$ cat config.mk
export PLATFORM = sky130hd
export DESIGN_NAME = invsqrt_pipe_out
export DESIGN_NICKNAME = d
export VERILOG_FILES = /design/src/rtl/invsqrt_pipe_out.sv
export SDC_FILE = /design/constraint.sdc
export NUM_CORES = 1
export LEC_CHECK = 0
export CAP_MARGIN = 20
export CORE_MARGIN = 2
export CORE_UTILIZATION = 50
export DETAILED_ROUTE_END_ITERATION = 8
export GPL_ROUTABILITY_DRIVEN = 0
export HOLD_SLACK_MARGIN = 0.06
export PLACE_DENSITY = 0.76
export SYNTH_ARGS = -nofsm -noshare
export SYNTH_HDL_FRONTEND = slang
export SYNTH_SLANG_ARGS = --single-unit
$ cat constraint.sdc
create_clock -name clk -period 2.4 [get_ports clk]
set_clock_uncertainty 0.2 [all_clocks]
set_input_delay 0.24 -clock clk [delete_from_list [all_inputs] [get_ports clk]]
set_output_delay 0.24 -clock clk [all_outputs]
set_load 0.02 [all_outputs]
$ cat src/rtl/invsqrt_pipe_out.sv
// Output stage of the inverse-sqrt pipeline: maps special values at push time and buffers beats in a DEPTH-entry FIFO.
// Optional macro INVSQRT_ERR_CNT_EN adds a saturating err_count output that counts popped error beats.
module invsqrt_pipe_out #(
    parameter int DEPTH = 4
) (
    input  logic        clk,
    input  logic        rstn,
    input  logic        in_valid,
    input  logic [30:0] in_y,
    input  logic        in_error,
    output logic        backprn,
    output logic        out_valid,
    input  logic        out_ready,
    output logic [31:0] out_result,
    output logic        out_error
`ifdef INVSQRT_ERR_CNT_EN
    ,
    output logic [15:0] err_count
`endif
);

    localparam int AW = $clog2(DEPTH);
    localparam int CW = AW + 1;

    logic [31:0]   res_mem [DEPTH];
    logic          err_mem [DEPTH];

    logic [CW-1:0] count_q, count_d;
    logic [AW-1:0] wr_ptr_q, wr_ptr_d;
    logic [AW-1:0] rd_ptr_q, rd_ptr_d;

    logic          push;
    logic          pop;
    logic [31:0]   map_result;
    logic          map_error;

    // Both handshake outputs come straight from the count register.
    assign backprn   = (count_q != CW'(DEPTH));
    assign out_valid = (count_q != '0);

    assign push = in_valid & backprn;
    assign pop  = out_valid & out_ready;

    always_comb begin
        map_result = {1'b0, in_y};
        map_error  = 1'b0;
        if (in_error) begin
            map_result = 32'h7FC0_0000;
            map_error  = 1'b1;
        end else if (in_y[30:23] == 8'hFF) begin
            map_result = 32'h7F80_0000;
            map_error  = 1'b1;
        end else if (in_y[30:23] == 8'h00) begin
            map_result = 32'h0000_0000;
            map_error  = 1'b0;
        end
    end

    always_comb begin
        count_d  = count_q + CW'(push) - CW'(pop);
        wr_ptr_d = push ? wr_ptr_q + AW'(1) : wr_ptr_q;
        rd_ptr_d = pop  ? rd_ptr_q + AW'(1) : rd_ptr_q;
    end

    always_ff @(posedge clk) begin
        if (!rstn) begin
            count_q  <= '0;
            wr_ptr_q <= '0;
            rd_ptr_q <= '0;
        end else begin
            count_q  <= count_d;
            wr_ptr_q <= wr_ptr_d;
            rd_ptr_q <= rd_ptr_d;
        end
    end

    // Storage is deliberately not reset; the count alone says what is live.
    always_ff @(posedge clk) begin
        if (rstn && push) begin
            res_mem[wr_ptr_q] <= map_result;
            err_mem[wr_ptr_q] <= map_error;
        end
    end

    assign out_result = out_valid ? res_mem[rd_ptr_q] : 32'h0;
    assign out_error  = out_valid ? err_mem[rd_ptr_q] : 1'b0;

`ifdef INVSQRT_ERR_CNT_EN
    logic [15:0] err_cnt_q, err_cnt_d;

    always_comb begin
        err_cnt_d = err_cnt_q;
        if (pop && out_error && err_cnt_q != 16'hFFFF)
            err_cnt_d = err_cnt_q + 16'd1;
    end

    always_ff @(posedge clk) begin
        if (!rstn) err_cnt_q <= '0;
        else       err_cnt_q <= err_cnt_d;
    end

    assign err_count = err_cnt_q;
`endif

endmodule

======== Word level (Yosys, flattened, before mapping) ========
Memory sizes are Yosys's and may differ from the RTL's. A register that Yosys moved wholly into a read port is not among the register bits.
Index checks and enable logic that the tools add are counted.
word-level totals
  flip-flop bits (word level) ............. 7
  bits in writable memories ............... 128
  bits of input ports ..................... 36
  output and inout bits ................... 35
  logic and storage cells ................. 29
  memories kept ........................... 2
memory list
  name     depth  width  rd ports  clocked after Yosys merged registers in  write ports  line  RTL
  res_mem  4      31     1         1                                        1            25    logic [31:0] res_mem [DEPTH];
  err_mem  4      1      1         1                                        1            26    logic err_mem [DEPTH];
cells by class
  add/subtract/negate cells ............... 4
  equal/unequal tests ..................... 2
  mux-type cells .......................... 13
  bitwise logic cells ..................... 2
  reduce and logical (&&, ||, !) cells .... 3
operators by type and width
  operator             number
  $mux 31              3
  $mux 32              1
  $eq 8x8->1 const B   1
  $logic_not 8->1      1
  $mux 2               4
  $mux 1               5
  $add 2x1->2 const B  2
  $add 3x1->3          1
  $ne 3x3->1 const B   1
  $reduce_bool 3->1    1
  $sub 3x1->3          1
  $and 1x1->1          2
  $logic_and 1x1->1    1

======== Logic depth before layout (Yosys ltp) ========
  depth in word-level cells ............... 5
  mapped depth ............................ 12
  gate-level depth less buffers ........... 11

======== Least setup slack after synthesis ========
OpenSTA, ideal clock, no wires.
  path type ............................... register to register
  start ................................... register count_q[1]
  end ..................................... register count_q[2]
  library setup time ...................... 78 ps
  arrival time ............................ 2296 ps
  setup slack ............................. -174 ps
  stages on the path, launching flop included .. 13
  path through ............................ dfxtp_1 > or3b_1 > buf_2 > and2_4 > inv_2 > ha_1 > inv_1 > ha_1 > inv_1 > fa_1 > xor2_1 > and2_1 > nor3_1
on the way
  longest elaborated chain between the ends .. 4
  elaborated cells between the ends (all ways) .. 6
  those cells by class .................... add/sub (2); eq/ne (1); bitwise (2); reduce/logical (1)
ends and longest elaborated chain
  item                    line  RTL
  from (decl)             28    logic [CW-1:0] count_q, count_d;
  from (signal assigned)  71    count_q <= count_d;
  $ne 3x3->1              38    assign backprn = (count_q != CW'(DEPTH));
  net backprn             11    output logic backprn,
  $and 1x1->1             41    assign push = in_valid & backprn;
  $add 3x1->3             60    count_d = count_q + CW'(push) - CW'(pop);
  $sub 3x1->3             60
The timed path passes the listed nets, and every way through them passes these cells.
A chain may end at the register's enable or synchronous reset.

======== Worst setup path after layout ========
  start ................................... register count_q[2]
  end ..................................... register count_q[2]
on the way
  longest elaborated chain between the ends .. 4
  elaborated cells between the ends (all ways) .. 6
  those cells by class .................... add/sub (2); eq/ne (1); bitwise (2); reduce/logical (1)
ends and longest elaborated chain
  item             line
  $ne 3x3->1       38
  $and 1x1->1      41
  $add 3x1->3      60
  $sub 3x1->3 (*)  60
Mark *: on every way between the ends. The rest lies on a longest branch, timed or not.

==> impl_metrics.env <==
export IMPL_r2r_end="count_q[2]"
export IMPL_area_delta_synth_final_pct=31.2
export IMPL_worst_r2r_setup_slack_ns=0.009
export IMPL_drtIter0Drc=156
export IMPL_gr_usage_all_layers=0.193
export IMPL_synth_compound_gate_area_share=0.00978
export IMPL_criticalPathCategory="reg2reg"
export IMPL_timing_max_cap_violations=0
export IMPL_max_vdd_ir_drop_uv=536
export IMPL_number_of_placement_rows=39
export IMPL_ys_seq_area_frac=0.699
export IMPL_synthDominantAreaCellType="sky130_fd_sc_hd__edfxtp_1"
export IMPL_cp_top_family="simple AND/OR/NAND/NOR gates"
export IMPL_crit_chain="or3b_4 -> and2_4 -> inv_4 -> ha_4 -> inv_4 -> ha_4 -> inv_2 -> fa_2 -> xor2_1 -> and2_1 -> nor3_2"
export IMPL_htree_levels=4
export IMPL_ctsRootBufferMaster="sky130_fd_sc_hd__clkbuf_16"
export IMPL_timing_hold_ws_ns=0.317
export IMPL_slowest_stage="sky130_fd_sc_hd__or3b_4"
export IMPL_antenna_violations_before_repair=0
export IMPL_via_count=3032
export IMPL_setup_viol=0
export IMPL_hold_start="rstn"
export IMPL_initial_utilization=0.509
export IMPL_timing_hold_violations_final=0
export IMPL_drt_pre_antenna_iters=4
export IMPL_synth_top_family_by_area="multiplexers"
export IMPL_route_final_wire_length_um=11500
export IMPL_max_slew_headroom_at_the_worst_pin=0.655
export IMPL_power_density_nw_per_um2=1130
export IMPL_final_util=0.667
export IMPL_critPathArrivalTime_ns=2.48
export IMPL_synth_area_mux_share=0.125
export IMPL_startpoint_type="flip-flop"
export IMPL_grt_pass1_wl_um=17600
export IMPL_drc=0
export IMPL_synth_top_cell_area_share=0.668
export IMPL_dpl_instance_area_um2=6810
export IMPL_syn_num_nets=342
export IMPL_clock_tree_buffer_depth=2
export IMPL_synth_ff_type="sky130_fd_sc_hd__edfxtp_1"
export IMPL_dp_final_hpwl_um=6350
export IMPL_worstPathRequired_ns=2.49
export IMPL_cp_num_buf_inv=3
export IMPL_timing_reg2reg_worst_path_depth=11
export IMPL_postSynth_asyncResetShare=0
export IMPL_syn_area_per_cell_um2=19.3
export IMPL_max_frequency_mhz=418
export IMPL_synth_simple_area_share=0.116
export IMPL_worstHoldPathType="in2reg"
export IMPL_grt_max_degree=33
export IMPL_pin_count=71
export IMPL_routed_wire_length_per_instance_um=20.8
export IMPL_yosysMostFrequentCell="sky130_fd_sc_hd__edfxtp_1"
export IMPL_synth_edff_count=128
export IMPL_syn_instance_count=299
export IMPL_worstHoldEndpoint="count_q[0]"
export IMPL_period_minus_slack_ns=2.39
export IMPL_final_min_period_over_clock_period=0.996
export IMPL_synth_lib_cells_used_distinct=33
export IMPL_final_layout_size_suffix_gt1_frac=0.416
export IMPL_synthTopCellsByArea="sky130_fd_sc_hd__edfxtp_1, sky130_fd_sc_hd__mux4_2, sky130_fd_sc_hd__nor3b_2"
export IMPL_port_buffer_count=69
export IMPL_cts_inserted_buffers=17
export IMPL_clk_pin_slew_ns=0.06
export IMPL_die_area_um2=12400
export IMPL_p_leak_nw=2.63
export IMPL_die_w_um=111
export IMPL_first_global_vias=3240
export IMPL_worst_r2r_startpoint="count_q[2]"
export IMPL_synth_cells_most_frequent="sky130_fd_sc_hd__edfxtp_1, sky130_fd_sc_hd__mux4_2, sky130_fd_sc_hd__nor2b_1, sky130_fd_sc_hd__nor3b_2, sky130_fd_sc_hd__dfxtp_1"
export IMPL_worst_setup_ep_type="flip-flop"
export IMPL_die_y_um=111
export IMPL_pin_slew_with_the_least_headroom_to_its_limit_ns=0.517
export IMPL_timing_critical_path_fanout_max=3
export IMPL_synth_adder_area_share=0.0165
export IMPL_hold_path_depth=2
export IMPL_tritoncts="yes"
export IMPL_insertedDiodeCount=0
export IMPL_outcome="complete, no violations"
export IMPL_mappedNetlistArea_um2=5760
export IMPL_clock_sinks=137
export IMPL_gr_ovfl_total=0
export IMPL_postSynthRegisterBits=137
export IMPL_layout_cell_area_non_filler_um2=7550
export IMPL_drt_antenna_violating_nets=0
export IMPL_grt_setup_unrepaired="yes"
export IMPL_fin_nets=441
export IMPL_core_region_area_um2=11300
export IMPL_slew_viol_final=0
export IMPL_synth_warn=0
export IMPL_insertion_delay_ns=0.41
export IMPL_synth_xor_xnor_area_share=0.00456
export IMPL_vias_per_instance=5.47
export IMPL_crit_path_largest_cell_delay_ns=0.38
[worst reg2reg max path, cell delays in order, from the launching register on]
cell                      delay [ns]
sky130_fd_sc_hd__dfxtp_2        0.34
sky130_fd_sc_hd__or3b_4         0.38
sky130_fd_sc_hd__and2_4         0.16
sky130_fd_sc_hd__inv_4          0.05
sky130_fd_sc_hd__ha_4           0.19
sky130_fd_sc_hd__inv_4          0.05
sky130_fd_sc_hd__ha_4           0.12
sky130_fd_sc_hd__inv_2          0.03
sky130_fd_sc_hd__fa_2           0.37
sky130_fd_sc_hd__xor2_1         0.17
sky130_fd_sc_hd__and2_1         0.17
sky130_fd_sc_hd__nor3_2         0.04
[registers in the layout (all words and copies together) (netlist names), named ones only]
signal and count:
rd_ptr_q 2, wr_ptr_q 2, res_mem 124, err_mem 4
count_q 3
[cells in the final DEF (no fill, tap or decap), types with 3 or more instances in the layout]
| cell type | count |
|---|---|
| sky130_fd_sc_hd__clkbuf_16 | 18 |
| sky130_fd_sc_hd__nor3b_2 | 20 |
| sky130_fd_sc_hd__buf_12 | 11 |
| sky130_fd_sc_hd__and3_2 | 4 |
| sky130_fd_sc_hd__mux4_2 | 32 |
| sky130_fd_sc_hd__edfxtp_1 | 128 |
| sky130_fd_sc_hd__nor2b_1 | 32 |
| sky130_fd_sc_hd__xor2_1 | 3 |
| sky130_fd_sc_hd__dfxtp_1 | 4 |
| sky130_fd_sc_hd__clkbuf_2 | 13 |
| sky130_fd_sc_hd__bufinv_16 | 7 |
| sky130_fd_sc_hd__clkinv_4 | 3 |
| sky130_fd_sc_hd__clkdlybuf4s15_1 | 3 |
| sky130_fd_sc_hd__buf_4 | 13 |
| sky130_fd_sc_hd__inv_1 | 6 |
| sky130_fd_sc_hd__nor2_1 | 6 |
| sky130_fd_sc_hd__dfxtp_2 | 4 |
| sky130_fd_sc_hd__clkdlybuf4s50_1 | 36 |
| sky130_fd_sc_hd__ha_1 | 4 |
| sky130_fd_sc_hd__or2_2 | 8 |
| sky130_fd_sc_hd__buf_2 | 14 |
[cells by family (layout without fill, tap and decap cells)]
group                    Yosys count  in the layout
multiplexers                      32             32
flip-flops                       137            137
AND/OR/NAND/NOR                   85             85
AO/OA/AOI/OAI                      9              9
XOR/XNOR                           3              3
other                              1              1
buffers and inverters             25            137
adder cells (fa/ha/maj)            7              7
[layout make-up]
type	instances	area [um2]
multi-input cells	137	1650
inverters	9	38.8
fillers	747	3770
well taps	143	179
clock inverters	15	270
flip-flops and latches	137	4030
repair buffers	96	960
clock buffers	17	425
[per-stage QoR]
stage	std cells	setup WS [ns]	power [mW]	setup TNS, ns
detailed placement	514	-0.0637	5.47	-0.0637
CTS	549	-0.0336	8.58	-0.288
global placement	514	0.00668	5.42	0
global route	554	-0.0618	8.87	-0.0703
floorplan	299	-0.0635	4.40	-0.0635
finish	554	0.00864	8.53	0
[routing by layer]
layer	wire length, um	vias up	part of all wire	global-route usage
met3	454	14	0.039	0.0569
met5	0	-	0	0
met1	4620	1556	0.40	0.231
met4	148	0	0.013	0.0700
li1	-	1378	-	-
met2	6290	84	0.55	0.336
[report_power, final]
part,switching [mW],total (mW),internal [mW]
clock network,0.971,3.03,2.06
logic,1.32,2.61,1.29
registers,0.0898,2.89,2.80
total,2.38,8.53,6.14
[worst max-delay path by stage]
stage,from,to,cells past startpoint
6_report,count_q[2],count_q[2],11
5_1_grt,count_q[2],count_q[2],11
4_1_cts,flip-flop,out_result[7],4
3_5_place_dp,in_valid,count_q[2],11
3_3_place_gp,in_valid,count_q[2],11
2_1_floorplan,count_q[1],count_q[2],12
[what timing repair did]
item / in CTS / in global routing
gates cloned: 2 / 1
gates resized for setup: 83 / 39
hold buffers: 0 / 0
buffers inserted: 1 / 4
setup endpoints to repair: 34 / 24
pin swaps: 8 / 4
(Power assumes the default switching activity.)
